### config.mk
export PLATFORM = sky130hd
export DESIGN_NAME = systolic_gemm_sequencer
export DESIGN_NICKNAME = d
export VERILOG_FILES = /design/src/rtl/gemm_pkg.sv /design/src/rtl/gemm_out_collector.sv /design/src/rtl/systolic_gemm_sequencer.sv
export SDC_FILE = /design/constraint.sdc
export NUM_CORES = 1
export LEC_CHECK = 0
export CAP_MARGIN = 5
export CORE_AREA = 10 10 214 135
export DETAILED_ROUTE_END_ITERATION = 10
export DIE_AREA = 0 0 224 145
export PLACE_DENSITY = 0.77
export SLEW_MARGIN = 20
export SYNTH_ARGS = -nofsm -noshare
export SYNTH_HDL_FRONTEND = slang
export SYNTH_SLANG_ARGS = --single-unit
### constraint.sdc
create_clock -name CLK -period 1.7 [get_ports CLK]
set_input_delay 0.34 -clock CLK [delete_from_list [all_inputs] [get_ports CLK]]
set_output_delay 0.34 -clock CLK [all_outputs]
set_load 0.005 [all_outputs]
### src/rtl/gemm_pkg.sv
// Shared types and default sizing for the GEMM tile sequencer.
package gemm_pkg;

    localparam int ARRAY_DIM_DEF = 4;
    localparam int DATA_W_DEF    = 16;

    // Tile sequencing phases.
    typedef enum logic [1:0] {
        IDLE,
        LOAD_W,
        LOAD_X,
        DRAIN
    } seq_state_t;

    // One full array row at default sizing.
    typedef logic [DATA_W_DEF*ARRAY_DIM_DEF-1:0] row_t;

endpackage

### src/rtl/gemm_out_collector.sv
// Collects output rows from the systolic array, forwards them to writeback
// one cycle later, tracks the in-order row count and flags out-of-order rows.
module gemm_out_collector
    import gemm_pkg::*;
#(
    parameter int ARRAY_DIM = ARRAY_DIM_DEF,
    parameter int DATA_W    = DATA_W_DEF
) (
    input  logic                              CLK,
    input  logic                              nRST,
    input  logic                              active,
    input  logic                              clear,
    input  logic                              sa_out_en,
    input  logic [$clog2(ARRAY_DIM)-1:0]      sa_row_out,
    input  logic [DATA_W*ARRAY_DIM-1:0]       sa_array_output,
    output logic                              wb_valid,
    output logic [$clog2(ARRAY_DIM)-1:0]      wb_row,
    output logic [DATA_W*ARRAY_DIM-1:0]       wb_data,
    output logic                              row_err,
    output logic                              all_rows_in
);

    localparam int RW = $clog2(ARRAY_DIM);
    localparam int CW = RW + 1;
    localparam logic [CW-1:0] FULL = CW'(ARRAY_DIM);
    localparam logic [CW-1:0] LAST = CW'(ARRAY_DIM - 1);

    logic [CW-1:0]              ocnt;
    logic                       take;
    logic                       full;
    logic                       in_order;
    logic                       vld_p1;
    logic [RW-1:0]              row_p1;
    logic [DATA_W*ARRAY_DIM-1:0] data_p1;

    assign take        = active & sa_out_en;
    assign full        = (ocnt == FULL);
    // A row is in order only if it is the next expected index and the tile
    // is not already complete; surplus rows are errors too.
    assign in_order    = !full && ({1'b0, sa_row_out} == ocnt);
    // Counts a row landing this very cycle so drain can finish without a bubble.
    assign all_rows_in = full | (take & (ocnt == LAST));

    // Output row counter, saturating at ARRAY_DIM, cleared when the tile retires.
    always_ff @(posedge CLK or negedge nRST) begin
        if (!nRST) begin
            ocnt <= '0;
        end else if (clear) begin
            ocnt <= '0;
        end else if (take && !full) begin
            ocnt <= ocnt + 1'b1;
        end
    end

    // Sticky ordering error; only reset clears it.
    always_ff @(posedge CLK or negedge nRST) begin
        if (!nRST) begin
            row_err <= 1'b0;
        end else if (take && !in_order) begin
            row_err <= 1'b1;
        end
    end

    // Writeback stage: rows are forwarded even when out of order.
    always_ff @(posedge CLK or negedge nRST) begin
        if (!nRST) begin
            vld_p1  <= 1'b0;
            row_p1  <= '0;
            data_p1 <= '0;
        end else begin
            vld_p1 <= take;
            if (take) begin
                row_p1  <= sa_row_out;
                data_p1 <= sa_array_output;
            end
        end
    end

    assign wb_valid = vld_p1;
    assign wb_row   = row_p1;
    assign wb_data  = data_p1;

endmodule

### src/rtl/systolic_gemm_sequencer.sv
// Sequences one GEMM tile through the systolic array: weight rows, then input
// rows with paired partial sums, then waits for all output rows and drain.
module systolic_gemm_sequencer
    import gemm_pkg::*;
#(
    parameter int ARRAY_DIM = ARRAY_DIM_DEF,
    parameter int DATA_W    = DATA_W_DEF
) (
    input  logic                              CLK,
    input  logic                              nRST,
    input  logic                              start_valid,
    output logic                              start_ready,
    output logic                              busy,
    output logic                              done,
    input  logic                              w_valid,
    output logic                              w_ready,
    input  logic [DATA_W*ARRAY_DIM-1:0]       w_data,
    input  logic                              x_valid,
    output logic                              x_ready,
    input  logic [DATA_W*ARRAY_DIM-1:0]       x_data,
    input  logic [DATA_W*ARRAY_DIM-1:0]       ps_data,
    output logic                              sa_weight_en,
    output logic                              sa_input_en,
    output logic                              sa_partial_en,
    output logic [$clog2(ARRAY_DIM)-1:0]      sa_row_in_en,
    output logic [$clog2(ARRAY_DIM)-1:0]      sa_row_ps_en,
    output logic [DATA_W*ARRAY_DIM-1:0]       sa_array_in,
    output logic [DATA_W*ARRAY_DIM-1:0]       sa_array_in_partials,
    input  logic                              sa_fifo_has_space,
    input  logic                              sa_drained,
    input  logic                              sa_out_en,
    input  logic [$clog2(ARRAY_DIM)-1:0]      sa_row_out,
    input  logic [DATA_W*ARRAY_DIM-1:0]       sa_array_output,
    output logic                              wb_valid,
    output logic [$clog2(ARRAY_DIM)-1:0]      wb_row,
    output logic [DATA_W*ARRAY_DIM-1:0]       wb_data,
    output logic                              row_err
);

    localparam int RW = $clog2(ARRAY_DIM);
    localparam int CW = RW + 1;
    localparam logic [CW-1:0] LAST = CW'(ARRAY_DIM - 1);

    seq_state_t    state;
    seq_state_t    state_n;
    logic [CW-1:0] wcnt;
    logic [CW-1:0] xcnt;
    logic          w_fire;
    logic          x_fire;
    logic          all_rows_in;
    logic          drain_done;
    logic          collect;

    assign w_fire     = w_valid & w_ready;
    assign x_fire     = x_valid & x_ready;
    assign busy       = (state != IDLE);
    assign collect    = (state != IDLE);
    assign drain_done = (state == DRAIN) & all_rows_in & sa_drained;

    // State register.
    always_ff @(posedge CLK or negedge nRST) begin
        if (!nRST) begin
            state <= IDLE;
        end else begin
            state <= state_n;
        end
    end

    // Next-state and stream handshakes; start is held off during the done
    // cycle so a new job is never accepted alongside the completion pulse.
    always_comb begin
        state_n     = state;
        start_ready = 1'b0;
        w_ready     = 1'b0;
        x_ready     = 1'b0;
        case (state)
            IDLE: begin
                start_ready = sa_fifo_has_space & ~done;
                if (start_valid && start_ready) begin
                    state_n = LOAD_W;
                end
            end
            LOAD_W: begin
                w_ready = 1'b1;
                if (w_valid && (wcnt == LAST)) begin
                    state_n = LOAD_X;
                end
            end
            LOAD_X: begin
                x_ready = sa_fifo_has_space;
                if (x_valid && x_ready && (xcnt == LAST)) begin
                    state_n = DRAIN;
                end
            end
            DRAIN: begin
                if (drain_done) begin
                    state_n = IDLE;
                end
            end
            default: state_n = IDLE;
        endcase
    end

    // Weight and input beat counters, wrapping to zero after the last row.
    always_ff @(posedge CLK or negedge nRST) begin
        if (!nRST) begin
            wcnt <= '0;
            xcnt <= '0;
        end else begin
            if (w_fire) begin
                wcnt <= (wcnt == LAST) ? '0 : wcnt + 1'b1;
            end
            if (x_fire) begin
                xcnt <= (xcnt == LAST) ? '0 : xcnt + 1'b1;
            end
        end
    end

    // Array-side registers: enables pulse once per accepted beat, data holds otherwise.
    always_ff @(posedge CLK or negedge nRST) begin
        if (!nRST) begin
            sa_weight_en         <= 1'b0;
            sa_input_en          <= 1'b0;
            sa_partial_en        <= 1'b0;
            sa_row_in_en         <= '0;
            sa_row_ps_en         <= '0;
            sa_array_in          <= '0;
            sa_array_in_partials <= '0;
        end else begin
            sa_weight_en  <= w_fire;
            sa_input_en   <= x_fire;
            sa_partial_en <= x_fire;
            if (w_fire) begin
                sa_row_in_en <= wcnt[RW-1:0];
                sa_array_in  <= w_data;
            end else if (x_fire) begin
                sa_row_in_en         <= xcnt[RW-1:0];
                sa_row_ps_en         <= xcnt[RW-1:0];
                sa_array_in          <= x_data;
                sa_array_in_partials <= ps_data;
            end
        end
    end

    // Completion pulse, one cycle after the drain condition is met.
    always_ff @(posedge CLK or negedge nRST) begin
        if (!nRST) begin
            done <= 1'b0;
        end else begin
            done <= drain_done;
        end
    end

    gemm_out_collector #(
        .ARRAY_DIM (ARRAY_DIM),
        .DATA_W    (DATA_W)
    ) u_out_collector (
        .CLK             (CLK),
        .nRST            (nRST),
        .active          (collect),
        .clear           (drain_done),
        .sa_out_en       (sa_out_en),
        .sa_row_out      (sa_row_out),
        .sa_array_output (sa_array_output),
        .wb_valid        (wb_valid),
        .wb_row          (wb_row),
        .wb_data         (wb_data),
        .row_err         (row_err),
        .all_rows_in     (all_rows_in)
    );

endmodule
==> flow_metrics.tcl <==
set metrics [dict create \
    root_buffer "clkbuf_16" \
    grt_pass1_wl_mm 55.1 \
    cts_tree "built" \
    finalMaxSlewViolations 0 \
    tightest_slew_ns 0.409 \
    maxSlewHeadroom_pct 72.7 \
    critical_path.top_delay_family "flip-flops" \
    p_leak_uw 0.00775 \
    setup.worst_path.class "flip-flop to primary output" \
    die_h_um 145 \
    coreArea_um2 24900 \
    yosys_register_bits 214 \
    grt_max_degree 83 \
    netlist.area_leader.share_pct 60.3 \
    clkSinkCount 214 \
    share_seq_of_total_power_pct 35.5 \
    fin_nets 1666 \
    start_kind "flip-flop" \
    avgViaCountPerCell 4.89 \
    grt_use_total_pct 21.8 \
    synth_ff_type "dfrtp_1" \
    start_util_pct 35.6 \
    synth_area_leaders "dfrtp_1 60%, nand2_1 14%, mux2_4 6.8%" \
    fin_area_um2 16200 \
    dieArea_um2 32500 \
    hold_violations 0 \
    clk_pin_slew_ns 0.06 \
    crit_arrival_ns 1.53 \
    synth_nets 1129 \
    grt_setup_unrepaired "true" \
    drt_wl_total_mm 40.2 \
    worstSetupEndpointType "primary output" \
    initialDrtViolationCount 448 \
    yosys_warnings 0 \
    layout-drive-gt1-share_pct 22.8 \
    intPower_uw 17000 \
    clk_latency_ns 0.52 \
    finalSetupViolCount 134 \
    drc 0 \
    p_comb_share_pct 45.9 \
    place_congestion 0.832 \
    row_count 45 \
    synth-edff-count 0 \
    ys_types 35 \
    syn-cell-area_um2 8880 \
    dp_slack_ns -0.268 \
    power_uw 25900 \
    post_drt_wl_per_cell_um 23.2 \
    finalCritPeriodShare_pct 110 \
    area_delta_synth_final_pct 82.8 \
    min_period_ns 1.87 \
    yosysTopAreaCell "dfrtp_1" \
    io_pins 474 \
    violations "negative setup slack" \
    cp_cell_sequence "inv_2 > ha_4 > inv_4 > nor3b_2 > buf_2" \
    h-tree-depth 1 \
    numCtsBuffers 22 \
    run_status "finished with violations" \
    first_pass_iters 5 \
    worst_slack_ns -0.166 \
    antenna_left 0 \
    p_sw_share_pct 34.5 \
    async_reset_ff_share_pct 100 \
    max_freq_mhz 536 \
    cap_violations 0 \
    ir_worst_vdd_v 0.000784 \
    worst_path_max_delay_cell "dfrtp_2" \
    power_frac_clock_pct 18.6 \
    grt_pass1_vias 8516 \
    num_antenna_cells 0 \
    avgSynthCellArea_um2 10.4 \
    worstPathRequired_ns 1.36 \
    setup_tns_ns -10.84 \
    p_switching_uw 8940 \
    synth.most_common_cell "nand2_1" \
    skew_ns 0.0104 \
    crit_buf_inv 3 \
    clock_path_buffers 3 \
    post-route-util_pct 65.1 \
    min_path_type "input port to asynchronous set/reset pin" \
    grt-ovfl-total 0 \
    synth_commonest_cells "336 x nand2_1, 214 x dfrtp_1, 68 x nor2_1, 66 x a31oi_1, 40 x mux2_4" \
    critPathMaxStageDelay_ns 0.43 \
    fp.dieW_um 224 \
    worstPathMaxFanout 3 \
    seq_area_frac_synth_pct 60.3 \
    antenna_found_initial 1 \
    place_area_um2 14300 \
    route.vias.total 8486 \
    pwr_density_cell_nw_per_um2 1600 \
    postSynthCellCount 854 \
    io_buffers 473 \
    fill_cells 1916 \
    dp.final_hpwl_mm 27.5 \
]
-- cells in the final DEF, fill, tap and decap left out, types with 3 or more instances in the layout --
| cell | count |
|---|---|
| nand2_4 | 32 |
| clkbuf_1 | 7 |
| buf_8 | 7 |
| buf_12 | 27 |
| a31oi_4 | 11 |
| buf_6 | 9 |
| buf_16 | 4 |
| clkbuf_8 | 6 |
| nor2_1 | 68 |
| clkbuf_16 | 33 |
| buf_4 | 34 |
| mux2_4 | 49 |
| inv_2 | 3 |
| clkdlybuf4s50_1 | 264 |
| nand3_1 | 3 |
| inv_1 | 5 |
| ha_1 | 6 |
| nand2_2 | 66 |
| a31oi_1 | 53 |
| nand2_1 | 240 |
| dlygate4sd2_1 | 204 |
| xnor2_1 | 3 |
| dfrtp_1 | 213 |
| a21oi_1 | 4 |
| mux2_2 | 19 |
-- worst reg2reg max path, stage by stage (launching register included) --
cell and delay, ns:
dfrtp_1 0.39, inv_2 0.11, ha_4 0.15, and2_4 0.14, buf_6 0.09, nand2_4 0.06, nor2_4 0.11, buf_12 0.16
buf_12 0.17, mux2_4 0.31
-- power by group through the flow --
stage / clock, µW / combinational [µW] / sequential [µW]
floorplan: 0 / 4030 / 9160
global placement: 0 / 11500 / 9040
detailed placement: 0 / 11800 / 9140
CTS: 4900 / 10900 / 9000
global route: 5100 / 12800 / 9530
finish: 4810 / 11900 / 9200
-- logic make-up after synthesis --
| logic type | share of synthesized area (%) |
|---|---|
| adder cells (fa/ha/maj) | 1.27 |
| XOR/XNOR | 0.296 |
| multiplexers | 10.3 |
| flip-flops | 60.3 |
| buffers and inverters | 3.79 |
| AO/OA/AOI/OAI | 5.72 |
| AND/OR/NAND/NOR | 18.3 |
-- routing by layer --
metal / GRT usage, % / vias up / routed length [µm]
met4: 4.84 / 2 / 812
met3: 9.14 / 58 / 4010
met5: 0 / - / 11
met2: 37.4 / 351 / 20100
met1: 24.8 / 4211 / 15200
li1: - / 3864 / -
-- final timing paths --
path	from	to	slack [ns]	depth (start not counted)
max in group asynchronous	nRST	sa_array_in[13]$_DFFE_PN0P_	0.78	3
worst max-delay path	state[1]$_DFFE_PN0P_	start_ready	-0.17	5
worst min-delay path	nRST	sa_array_in_partials[57]$_DFFE_PN0P_	0.31	2
min in group CLK	sa_array_output[23]	u_out_collector.wb_data[23]$_DFFE_PN0P_	0.34	3
worst max register to register	state[0]$_DFFE_PN0P_	sa_array_in_partials[1]$_DFFE_PN0P_	-0.13	9
worst min register to register	u_out_collector.wb_data[59]$_DFFE_PN0P_	u_out_collector.wb_data[59]$_DFFE_PN0P_	0.47	2
-- through the flow --
stage / std cells / hold slack, ns
global route: 1735 / 0.332
finish: 1735 / 0.310
floorplan: 854 / 0.0444
detailed placement: 1648 / 0.267
CTS: 1716 / 0.316
global placement: 1648 / 0.264
-- sequential cells by signal, summed over array words and instances (netlist names), 2 cells and up --
register / count
u_out_collector.wb_row: 2
u_out_collector.wb_data: 64
u_out_collector.ocnt: 3
sa_array_in: 64
sa_array_in_partials: 64
sa_row_ps_en: 2
wcnt: 3
xcnt: 3
state: 2
sa_row_in_en: 2
-- repair_timing --
action,in CTS,in global routing
pin swaps,28,133
cloned,8,16
gates resized for setup,267,180
hold endpoints to repair,32,0
endpoints found under the setup margin,342,177
buffers inserted,20,10
hold buffers,1,0
-- final cells by class --
| cell class | instances | area [µm²] | area share, % |
|---|---|---|---|
| clock buffer | 36 | 684 | 4.22 |
| tap | 329 | 412 | 2.54 |
| clock inverter | 3 | 18.8 | 0.116 |
| timing repair inverter | 1 | 20.0 | 0.123 |
| inverter | 11 | 72.6 | 0.447 |
| sequential | 214 | 5360 | 33.0 |
| multi-input combinational | 579 | 3850 | 23.8 |
| timing repair buffer | 562 | 5810 | 35.8 |
Power figures use the tool's default switching activity.
